==> config.mk <==
export PLATFORM = sky130hd
export DESIGN_NAME = riscv_mc_controller_flat
export DESIGN_NICKNAME = d
export VERILOG_FILES = /design/src/rtl/riscv_mc_controller_pkg.sv /design/src/rtl/riscv_mc_controller_if.sv /design/src/rtl/riscv_mc_controller.sv /design/src/flat_wrapper.sv
export SDC_FILE = /design/constraint.sdc
export NUM_CORES = 1
export LEC_CHECK = 0
export BUFFER_PORTS_ARGS = -buffer_cell sky130_fd_sc_hd__buf_2
export CORE_UTILIZATION = 40
export CTS_CLUSTER_DIAMETER = 150
export DETAILED_ROUTE_END_ITERATION = 7
export HOLD_SLACK_MARGIN = 0.05
export PLACE_DENSITY = 0.73
export RECOVER_POWER = 100
export SLEW_MARGIN = 25
export SYNTH_ARGS = -nofsm -noshare
export SYNTH_HDL_FRONTEND = slang
export SYNTH_SLANG_ARGS = --single-unit
==> constraint.sdc <==
create_clock -name clk -period 3.1 [get_ports clk]
set_clock_uncertainty 0.05 [all_clocks]
set_input_delay 0 -clock clk [delete_from_list [all_inputs] [get_ports clk]]
set_output_delay 0 -clock clk [all_outputs]
set_load 0.02 [all_outputs]
==> src/rtl/riscv_mc_controller_pkg.sv <==
// Shared definitions for the multicycle main controller: opcodes, FSM state
// encoding, ALU operation codes and datapath mux select codes. The ALU decoder
// uses the same alu_op_t codes.
package riscv_mc_controller_pkg;

  // Supported major opcodes (instr[6:0])
  localparam logic [6:0] OP_LOAD   = 7'b0000011;
  localparam logic [6:0] OP_STORE  = 7'b0100011;
  localparam logic [6:0] OP_RTYPE  = 7'b0110011;
  localparam logic [6:0] OP_ITYPE  = 7'b0010011;
  localparam logic [6:0] OP_BRANCH = 7'b1100011;
  localparam logic [6:0] OP_JAL    = 7'b1101111;

  // 4-bit state encoding, 11 states
  typedef enum logic [3:0] {
    S_FETCH    = 4'd0,
    S_DECODE   = 4'd1,
    S_MEMADR   = 4'd2,
    S_MEMREAD  = 4'd3,
    S_MEMWB    = 4'd4,
    S_MEMWRITE = 4'd5,
    S_EXECR    = 4'd6,
    S_EXECI    = 4'd7,
    S_JAL      = 4'd8,
    S_ALUWB    = 4'd9,
    S_BEQ      = 4'd10
  } state_t;

  typedef enum logic [1:0] {
    ALU_ADD   = 2'b00,
    ALU_SUB   = 2'b01,
    ALU_FUNCT = 2'b10
  } alu_op_t;

  typedef enum logic [1:0] {
    SRC_A_PC    = 2'b00,
    SRC_A_OLDPC = 2'b01,
    SRC_A_RS1   = 2'b10
  } src_a_t;

  typedef enum logic [1:0] {
    SRC_B_RS2  = 2'b00,
    SRC_B_IMM  = 2'b01,
    SRC_B_FOUR = 2'b10
  } src_b_t;

  typedef enum logic [1:0] {
    RES_ALUOUT    = 2'b00,
    RES_READDATA  = 2'b01,
    RES_ALURESULT = 2'b10
  } result_src_t;

  // Per-state control word; branch and pc_update are combined into pc_write
  // together with the ALU zero flag.
  typedef struct packed {
    alu_op_t     alu_op;
    src_a_t      alu_src_a;
    src_b_t      alu_src_b;
    result_src_t result_src;
    logic        adr_src;
    logic        ir_write;
    logic        pc_update;
    logic        branch;
    logic        reg_write;
    logic        mem_write;
    logic        instr_done;
    logic        illegal_instr;
  } ctrl_t;

  // Control word with every enable low and the muxes steered as in FETCH.
  function automatic ctrl_t fetch_idle_ctrl();
    ctrl_t c;
    c               = '0;
    c.alu_op        = ALU_ADD;
    c.alu_src_a     = SRC_A_PC;
    c.alu_src_b     = SRC_B_FOUR;
    c.result_src    = RES_ALURESULT;
    c.adr_src       = 1'b0;
    return c;
  endfunction

endpackage

==> src/rtl/riscv_mc_controller_if.sv <==
// Control bus between the multicycle controller and the datapath.
// master: the controller (drives enables/selects, receives opcode and status).
// slave:  the datapath (drives opcode and status, receives enables/selects).
interface riscv_mc_controller_if;
  import riscv_mc_controller_pkg::*;

  logic [6:0]  opcode;
  logic        zero;
  logic        mem_ready;

  alu_op_t     alu_op;
  src_a_t      alu_src_a;
  src_b_t      alu_src_b;
  result_src_t result_src;
  logic        adr_src;
  logic        ir_write;
  logic        pc_write;
  logic        reg_write;
  logic        mem_write;
  logic        instr_done;
  logic        illegal_instr;

  modport master (
    input  opcode, zero, mem_ready,
    output alu_op, alu_src_a, alu_src_b, result_src, adr_src,
           ir_write, pc_write, reg_write, mem_write,
           instr_done, illegal_instr
  );

  modport slave (
    output opcode, zero, mem_ready,
    input  alu_op, alu_src_a, alu_src_b, result_src, adr_src,
           ir_write, pc_write, reg_write, mem_write,
           instr_done, illegal_instr
  );

endinterface

==> src/rtl/riscv_mc_controller.sv <==
// Multicycle main-control FSM. Sequences FETCH/DECODE/EXECUTE/MEM/WB for each
// instruction, stalls on memory accesses until mem_ready, flags unsupported
// opcodes and counts retired instructions.
module riscv_mc_controller
  import riscv_mc_controller_pkg::*;
#(
  parameter int CNT_W = 32
) (
  input  logic                 clk,
  input  logic                 reset,
  riscv_mc_controller_if.master bus,
  output logic [CNT_W-1:0]     retired
);

  localparam logic [CNT_W-1:0] CNT_ONE = CNT_W'(1);

  state_t state;
  ctrl_t  ctrl;

  // State register and next-state selection; opcode is only consulted in
  // DECODE and MEMADR, where the instruction register holds it stable.
  // NOTE: sequential state is assigned with <= so every register samples the
  // values from before the edge, independent of statement order.
  always_ff @(posedge clk) begin
    if (reset) begin
      state <= S_FETCH;
    end else begin
      unique case (state)
        S_FETCH:    if (bus.mem_ready) state <= S_DECODE;
        S_DECODE: begin
          unique case (bus.opcode)
            OP_LOAD, OP_STORE: state <= S_MEMADR;
            OP_RTYPE:          state <= S_EXECR;
            OP_ITYPE:          state <= S_EXECI;
            OP_BRANCH:         state <= S_BEQ;
            OP_JAL:            state <= S_JAL;
            default:           state <= S_FETCH;
          endcase
        end
        S_MEMADR:   state <= bus.opcode[5] ? S_MEMWRITE : S_MEMREAD;
        S_MEMREAD:  if (bus.mem_ready) state <= S_MEMWB;
        S_MEMWB:    state <= S_FETCH;
        S_MEMWRITE: if (bus.mem_ready) state <= S_FETCH;
        S_EXECR:    state <= S_ALUWB;
        S_EXECI:    state <= S_ALUWB;
        S_JAL:      state <= S_ALUWB;
        S_ALUWB:    state <= S_FETCH;
        S_BEQ:      state <= S_FETCH;
        default:    state <= S_FETCH;
      endcase
    end
  end

  // Output decode from the state register; reset forces every enable low and
  // steers the muxes as in FETCH so an aborted instruction writes nothing.
  // NOTE: ctrl gets a full default before the case so no path leaves a field
  // unassigned, which would otherwise infer a latch.
  always_comb begin
    ctrl = '0;
    if (reset) begin
      ctrl = fetch_idle_ctrl();
    end else begin
      unique case (state)
        S_FETCH: begin
          ctrl           = fetch_idle_ctrl();
          ctrl.ir_write  = bus.mem_ready;
          ctrl.pc_update = bus.mem_ready;
        end
        S_DECODE: begin
          ctrl.alu_src_a = SRC_A_OLDPC;
          ctrl.alu_src_b = SRC_B_IMM;
          unique case (bus.opcode)
            OP_LOAD, OP_STORE, OP_RTYPE,
            OP_ITYPE, OP_BRANCH, OP_JAL: ctrl.illegal_instr = 1'b0;
            default:                     ctrl.illegal_instr = 1'b1;
          endcase
        end
        S_MEMADR: begin
          ctrl.alu_src_a = SRC_A_RS1;
          ctrl.alu_src_b = SRC_B_IMM;
        end
        S_MEMREAD: begin
          ctrl.result_src = RES_ALUOUT;
          ctrl.adr_src    = 1'b1;
        end
        S_MEMWB: begin
          ctrl.result_src = RES_READDATA;
          ctrl.reg_write  = 1'b1;
          ctrl.instr_done = 1'b1;
        end
        S_MEMWRITE: begin
          ctrl.result_src = RES_ALUOUT;
          ctrl.adr_src    = 1'b1;
          ctrl.mem_write  = 1'b1;
          ctrl.instr_done = bus.mem_ready;
        end
        S_EXECR: begin
          ctrl.alu_src_a = SRC_A_RS1;
          ctrl.alu_src_b = SRC_B_RS2;
          ctrl.alu_op    = ALU_FUNCT;
        end
        S_EXECI: begin
          ctrl.alu_src_a = SRC_A_RS1;
          ctrl.alu_src_b = SRC_B_IMM;
          ctrl.alu_op    = ALU_FUNCT;
        end
        S_JAL: begin
          ctrl.alu_src_a  = SRC_A_OLDPC;
          ctrl.alu_src_b  = SRC_B_FOUR;
          ctrl.result_src = RES_ALUOUT;
          ctrl.pc_update  = 1'b1;
        end
        S_ALUWB: begin
          ctrl.result_src = RES_ALUOUT;
          ctrl.reg_write  = 1'b1;
          ctrl.instr_done = 1'b1;
        end
        S_BEQ: begin
          ctrl.alu_src_a  = SRC_A_RS1;
          ctrl.alu_src_b  = SRC_B_RS2;
          ctrl.alu_op     = ALU_SUB;
          ctrl.result_src = RES_ALUOUT;
          ctrl.branch     = 1'b1;
          ctrl.instr_done = 1'b1;
        end
        default: ctrl = fetch_idle_ctrl();
      endcase
    end
  end

  // Retired-instruction counter, wraps modulo 2^CNT_W.
  always_ff @(posedge clk) begin
    if (reset) begin
      retired <= '0;
    end else if (ctrl.instr_done) begin
      retired <= retired + CNT_ONE;
    end
  end

  assign bus.alu_op        = ctrl.alu_op;
  assign bus.alu_src_a     = ctrl.alu_src_a;
  assign bus.alu_src_b     = ctrl.alu_src_b;
  assign bus.result_src    = ctrl.result_src;
  assign bus.adr_src       = ctrl.adr_src;
  assign bus.ir_write      = ctrl.ir_write;
  assign bus.pc_write      = ctrl.pc_update | (ctrl.branch & bus.zero);
  assign bus.reg_write     = ctrl.reg_write;
  assign bus.mem_write     = ctrl.mem_write;
  assign bus.instr_done    = ctrl.instr_done;
  assign bus.illegal_instr = ctrl.illegal_instr;

endmodule

==> src/flat_wrapper.sv <==
// flat-port wrapper written by rule: the top's interface ports become plain ports
module riscv_mc_controller_flat import riscv_mc_controller_pkg::*;
#(
  parameter int CNT_W = 32
)
  (clk, reset, retired, bus_opcode, bus_zero, bus_mem_ready, bus_alu_op, bus_alu_src_a, bus_alu_src_b, bus_result_src, bus_adr_src, bus_ir_write, bus_pc_write, bus_reg_write, bus_mem_write, bus_instr_done, bus_illegal_instr);
  riscv_mc_controller_if bus_i ();
  input  logic clk;
  input  logic reset;
  output logic [CNT_W-1:0] retired;
  input wire logic [$bits(bus_i.opcode)-1:0] bus_opcode;
  input wire logic [$bits(bus_i.zero)-1:0] bus_zero;
  input wire logic [$bits(bus_i.mem_ready)-1:0] bus_mem_ready;
  output wire logic [$bits(bus_i.alu_op)-1:0] bus_alu_op;
  output wire logic [$bits(bus_i.alu_src_a)-1:0] bus_alu_src_a;
  output wire logic [$bits(bus_i.alu_src_b)-1:0] bus_alu_src_b;
  output wire logic [$bits(bus_i.result_src)-1:0] bus_result_src;
  output wire logic [$bits(bus_i.adr_src)-1:0] bus_adr_src;
  output wire logic [$bits(bus_i.ir_write)-1:0] bus_ir_write;
  output wire logic [$bits(bus_i.pc_write)-1:0] bus_pc_write;
  output wire logic [$bits(bus_i.reg_write)-1:0] bus_reg_write;
  output wire logic [$bits(bus_i.mem_write)-1:0] bus_mem_write;
  output wire logic [$bits(bus_i.instr_done)-1:0] bus_instr_done;
  output wire logic [$bits(bus_i.illegal_instr)-1:0] bus_illegal_instr;
  assign bus_i.opcode = bus_opcode;
  assign bus_i.zero = bus_zero;
  assign bus_i.mem_ready = bus_mem_ready;
  assign bus_alu_op = bus_i.alu_op;
  assign bus_alu_src_a = bus_i.alu_src_a;
  assign bus_alu_src_b = bus_i.alu_src_b;
  assign bus_result_src = bus_i.result_src;
  assign bus_adr_src = bus_i.adr_src;
  assign bus_ir_write = bus_i.ir_write;
  assign bus_pc_write = bus_i.pc_write;
  assign bus_reg_write = bus_i.reg_write;
  assign bus_mem_write = bus_i.mem_write;
  assign bus_instr_done = bus_i.instr_done;
  assign bus_illegal_instr = bus_i.illegal_instr;
  riscv_mc_controller #(.CNT_W(CNT_W)) u_core (.clk(clk), .reset(reset), .bus(bus_i), .retired(retired));
endmodule
* Yosys cells after proc, flatten, opt, wreduce, memory -nomap -nowiden
Cells that the tools add are included.
Storage, ports and cells: register bits after elaboration 36, bits of input ports 11, output and inout port bits 47, word-level logic and storage cells 56
Cells by class: add/sub/neg operators 1, equal/unequal tests 19, multiplexer cells 19, bitwise logic cells 2, reductions and logical operators 13
Operators with widths (number):
- 4-bit one-hot mux with 5 select lines | 2
- 32-bit by 1-bit adder with 32-bit output, second input constant | 1
- 4-bit one-hot mux with 6 select lines | 1
- 4-bit by 3-bit == test with 1-bit output, second input constant | 4
- 16-bit 2-to-1 mux | 1
- 7-bit by 6-bit == test with 1-bit output, second input constant | 2
- 7-bit == test, second input constant | 2
- 4-bit == test, second input constant | 3
- 4-bit 2-to-1 mux | 3
- 2-bit OR reduction | 6
- 9-bit OR reduction | 1
- 4-bit by 2-bit == test with 1-bit output, second input constant | 2
- 2-bit one-hot mux with 2 select lines | 2
- 7-bit by 2-bit == test with 1-bit output, second input constant | 1
- 7-bit by 5-bit == test with 1-bit output, second input constant | 1
- 1-bit 2-to-1 mux | 7
- 2-bit inequality test, second input constant | 3
- 3-bit OR reduction | 2
- 6-bit OR reduction | 1
- 4-bit by 1-bit == test with 1-bit output, second input constant | 1
- 4-bit logical NOT | 1
- 1-bit one-hot mux with 2 select lines | 2
- 4-bit OR reduction | 1
- 3-bit 2-to-1 mux | 1
- 3 further kinds | 3

* Logic depth before layout (Yosys ltp)
word-level depth 7, mapped depth 8, depth with buffers taken out 5

* Least setup slack after synthesis
OpenSTA, ideal clock, no wires.
path kind flip-flop to flip-flop, start point reg u_core.retired[12], end point reg u_core.retired[26], setup time 0.070 ns, data arrival time 1.997 ns, data required time 2.980 ns, slack 0.983 ns, cell stages (with the launch flop) 7, buffers on the path 1, period minus slack after synthesis 2.117 ns, cell sequence dfxtp_1 nand4_2 or2_4 or3_1 buf_2 or4_1 a21oi_1
On the way: word-level cells in the longest chain between the ends 1
RTL lines:
- start: declaration | RTL line riscv_mc_controller.sv:12 | output logic [CNT_W-1:0] retired
- start signal: assignment | RTL line riscv_mc_controller.sv:136 | retired <= retired + CNT_ONE;
- 32-bit by 1-bit adder with 32-bit output | RTL line riscv_mc_controller.sv:136
No other way between the ends. A chain may end at the register's enable or synchronous reset.

* Worst setup path after layout
start point reg u_core.state[2], end point reg u_core.retired[26]
On the way: word-level cells in the longest chain between the ends 4, elaborated cells between the ends (all ways) 7, classes of those cells 4 x eq/ne; 2 x mux; 1 x reduce/logical
RTL lines:
- start: declaration | RTL line riscv_mc_controller.sv:17 | state_t state;
- start signal: assignment | RTL line riscv_mc_controller.sv:40 | S_MEMADR: state <= bus.opcode[5] ? S_MEMWRITE : S_MEMREAD;
- 4-bit by 3-bit == test with 1-bit output or 4-bit == test (tied branches) | RTL line riscv_mc_controller.sv:63 | unique case (state)
- 3-bit OR reduction (no line)
- 1-bit one-hot mux with 2 select lines * | RTL line riscv_mc_controller.sv:63
- 16-bit 2-to-1 mux * | RTL line riscv_mc_controller.sv:60 | if (reset) begin
Mark *: on every way between the ends. The rest lies on a longest branch, timed or not.

==> results_dict.tcl <==
set metrics [dict create \
    wl_met1_um 2550 \
    finalCritPeriodShare 0.870 \
    timing.rr.end "u_core.retired[26]" \
    outcome "complete, no violations" \
    rsz0062_at_grt "no" \
    synthesis.area_mm2 0.00211 \
    whs_path_depth 5 \
    crit_path_cell_trace "nor2b_1 > a32o_1 > nand4_1 > or4_1 > a21oi_1" \
    drv_cap 0 \
    drive_above_1_share 0.0776 \
    syn_inst 268 \
    ff2ff_setup_slack_ps 400 \
    ios 58 \
    wl_met2_um 2250 \
    finalSetupViolCount 0 \
    clock_path_buffers 2 \
    syn2layout_area_growth_pct 16.8 \
    ys_ff_latch 36 \
    antenna_cells 0 \
    grt_pass1_vias 1826 \
    ff2ff_path_depth 5 \
    htreeDepth 2 \
    tns_ps 0 \
    yosysWarnings 0 \
    nets 333 \
    hpwl_um 3460 \
    start_kind "flip-flop" \
    r2r-start "u_core.state[2]" \
    via_count 2155 \
    cp_top_family "simple AND/OR/NAND/NOR gates" \
    rows 26 \
    die_w_um 74.6 \
    grt_pass1_wl_um 8220 \
    ir_drop_mv 0.258 \
    final_util 0.483 \
    fp.dieH_um 74.6 \
    async_flop_share 0 \
    dr.pass1.iters 4 \
    via_per_inst 5.50 \
    slowest_stage "dfxtp_1" \
    crit_arrival_ps 2860 \
    clock.fmax_mhz 371 \
    synth_edf_count 0 \
    relSlewSlack 0.435 \
    drtAntennaViolNets 0 \
    synth-seq-area-share 0.341 \
    path_buf_inv 0 \
    top_layer "met4" \
    clk_pin_slew_ps 70 \
    hold_start "bus_opcode[3]" \
    cp_data_required_time_ps 3270 \
    initial_utilization 0.413 \
    synth_common_cells "dfxtp_1 (36), nor2_1 (28), a21oi_1 (22)" \
    core_mm2 0.00511 \
    totalWireLength_um 5130 \
    grt.total_usage 0.187 \
    cts_tree "yes" \
    synth_top_cells_by_area "dfxtp_1 (34%), a21oi_1 (5.2%), nor2_1 (5.0%), xnor2_1 (3.7%), xor2_1 (3.7%)" \
    dieArea_mm2 0.00557 \
    antenna_found_initial 0 \
    grt_max_degree 49 \
    synth_nets 280 \
    crit_type "flip-flop to flip-flop" \
    route.detailed.drc 0 \
    synth.most_common_cell "dfxtp_1" \
    portBuffers 57 \
    numCtsBuffers 5 \
    yosysTopAreaCell "dfxtp_1" \
    clk_latency_ps 290 \
    synth_flop_cell "dfxtp_1" \
    hold_violations 0 \
    wl_per_cell_um 13.1 \
    gp_congestion 0.781 \
    grt-ovfl-total 0 \
    wl_met3_um 290 \
    powerDensity_mw_per_mm2 364 \
    p_leak_nw 0.774 \
    hold_path_end "u_core.state[3]" \
    hold_class "input port to flip-flop" \
    setup.worst_path.end_class "flip-flop" \
    crit_fanout 23 \
    clock-sinks 36 \
    fin_crit_ps 2700 \
    drt_iter0_markers 160 \
    cts-root-buf "clkbuf_8" \
    synth_area_per_cell_um2 7.88 \
    synth.top_cell.area_share 0.341 \
    finalMaxSlewViolations 0 \
    synth.distinct_cells 45 \
    worst_pin_slew_ps 847 \
    slowest_delay_ps 700 \
]
[layout make-up]
cell class              instances  area, um2
inverters                       3       11.3
well taps                      70       87.6
flip-flops and latches         36        721
clock buffers                   8       90.1
multi-input cells             212       1280
fillers                       554       2640
repair buffers                 63        275
[routing by layer]
metal / up-vias / global-route usage
li1: 1087 / -
met1: 996 / 0.263
met2: 65 / 0.286
met3: 7 / 0.0455
met4: 0 / 0.0545
met5: - / 0
[worst min-delay path, cell delays in order]
cell and delay, ps:
buf_2 110, nand2_1 50, a21oi_1 50, nand3_1 80, a31oi_1 80
[where the power goes]
part / leakage [nW] / switching [W] / internal [W] / total (W)
logic: 0.439 / 0.0000535 / 0.0000305 / 0.0000840
clock network: 0.0455 / 0.000163 / 0.000181 / 0.000344
registers: 0.290 / 0.00000514 / 0.000464 / 0.000470
total: 0.774 / 0.000221 / 0.000676 / 0.000897
[cells by family (layout without fill, tap and decap cells)]
| group | count (synthesis) | in the layout | share of synthesized area |
|---|---|---|---|
| AO/OA/AOI/OAI | 55 | 55 | 0.165 |
| XOR/XNOR | 18 | 18 | 0.0747 |
| flip-flops | 36 | 36 | 0.341 |
| AND/OR/NAND/NOR | 137 | 137 | 0.359 |
| adder cells (fa/ha/maj) | 1 | 1 | 0.00593 |
| buffers and inverters | 20 | 74 | 0.0492 |
| multiplexers | 1 | 1 | 0.00474 |
[placed cells by master, fill, tap and decap left out, types with 2 or more instances in the layout]
cell type and count:
or2_2 2, and4_1 3, nand3_1 14, dfxtp_1 36
clkbuf_1 50, nor2b_1 8, nor3_1 11, nor4_1 7
or3_1 8, nor2_1 28, inv_1 3, a2111oi_0 2
nand2b_1 7, o41ai_1 2, nor3b_1 2, and3_1 2
o31ai_1 7, a31oi_1 2, dlygate4sd3_1 3, a32o_1 2
clkbuf_8 6, xnor2_1 9, nand4_2 2, a21oi_1 22
or4_1 8, o21ai_0 11, o21a_1 2, xor2_1 9
nand4_1 9, nand4b_1 2, buf_2 10, nand2_1 20
buf_4 2
[state kept, by name, summed over array words and instances, names as in the netlist]
name	flops
u_core.state	4
u_core.retired	32
[worst max-delay path by stage]
stage / start / endpoint / depth (start not counted)
floorplan: u_core.retired[12] / u_core.retired[26] / 6
global placement: u_core.state[2] / u_core.retired[21] / 5
detailed placement: u_core.state[2] / u_core.retired[29] / 5
CTS: u_core.state[2] / u_core.retired[29] / 5
global route: u_core.state[2] / u_core.retired[26] / 5
finish: u_core.state[2] / u_core.retired[26] / 5
[repair_timing]
item | 4_1_cts | 5_1_grt
setup endpoints to repair | 0 | 0
hold buffers | 3 | 0
hold endpoints to repair | 3 | 0
resized for setup | 0 | 0
setup buffers | 0 | 0
[metrics by stage]
| step | total power (W) | instance area [um2] | setup slack [ps] | hold WS, ps | cells |
|---|---|---|---|---|---|
| after floorplan | 0.000537 | 2110 | 983 | 50.5 | 268 |
| after global placement | 0.000560 | 2410 | 702 | 255 | 381 |
| after detailed placement | 0.000561 | 2410 | 623 | 254 | 381 |
| after CTS | 0.000909 | 2530 | 606 | 82.4 | 392 |
| after global routing | 0.000937 | 2460 | 204 | 106 | 392 |
| final | 0.000897 | 2460 | 402 | 93.1 | 392 |
(Power assumes the default switching activity.)
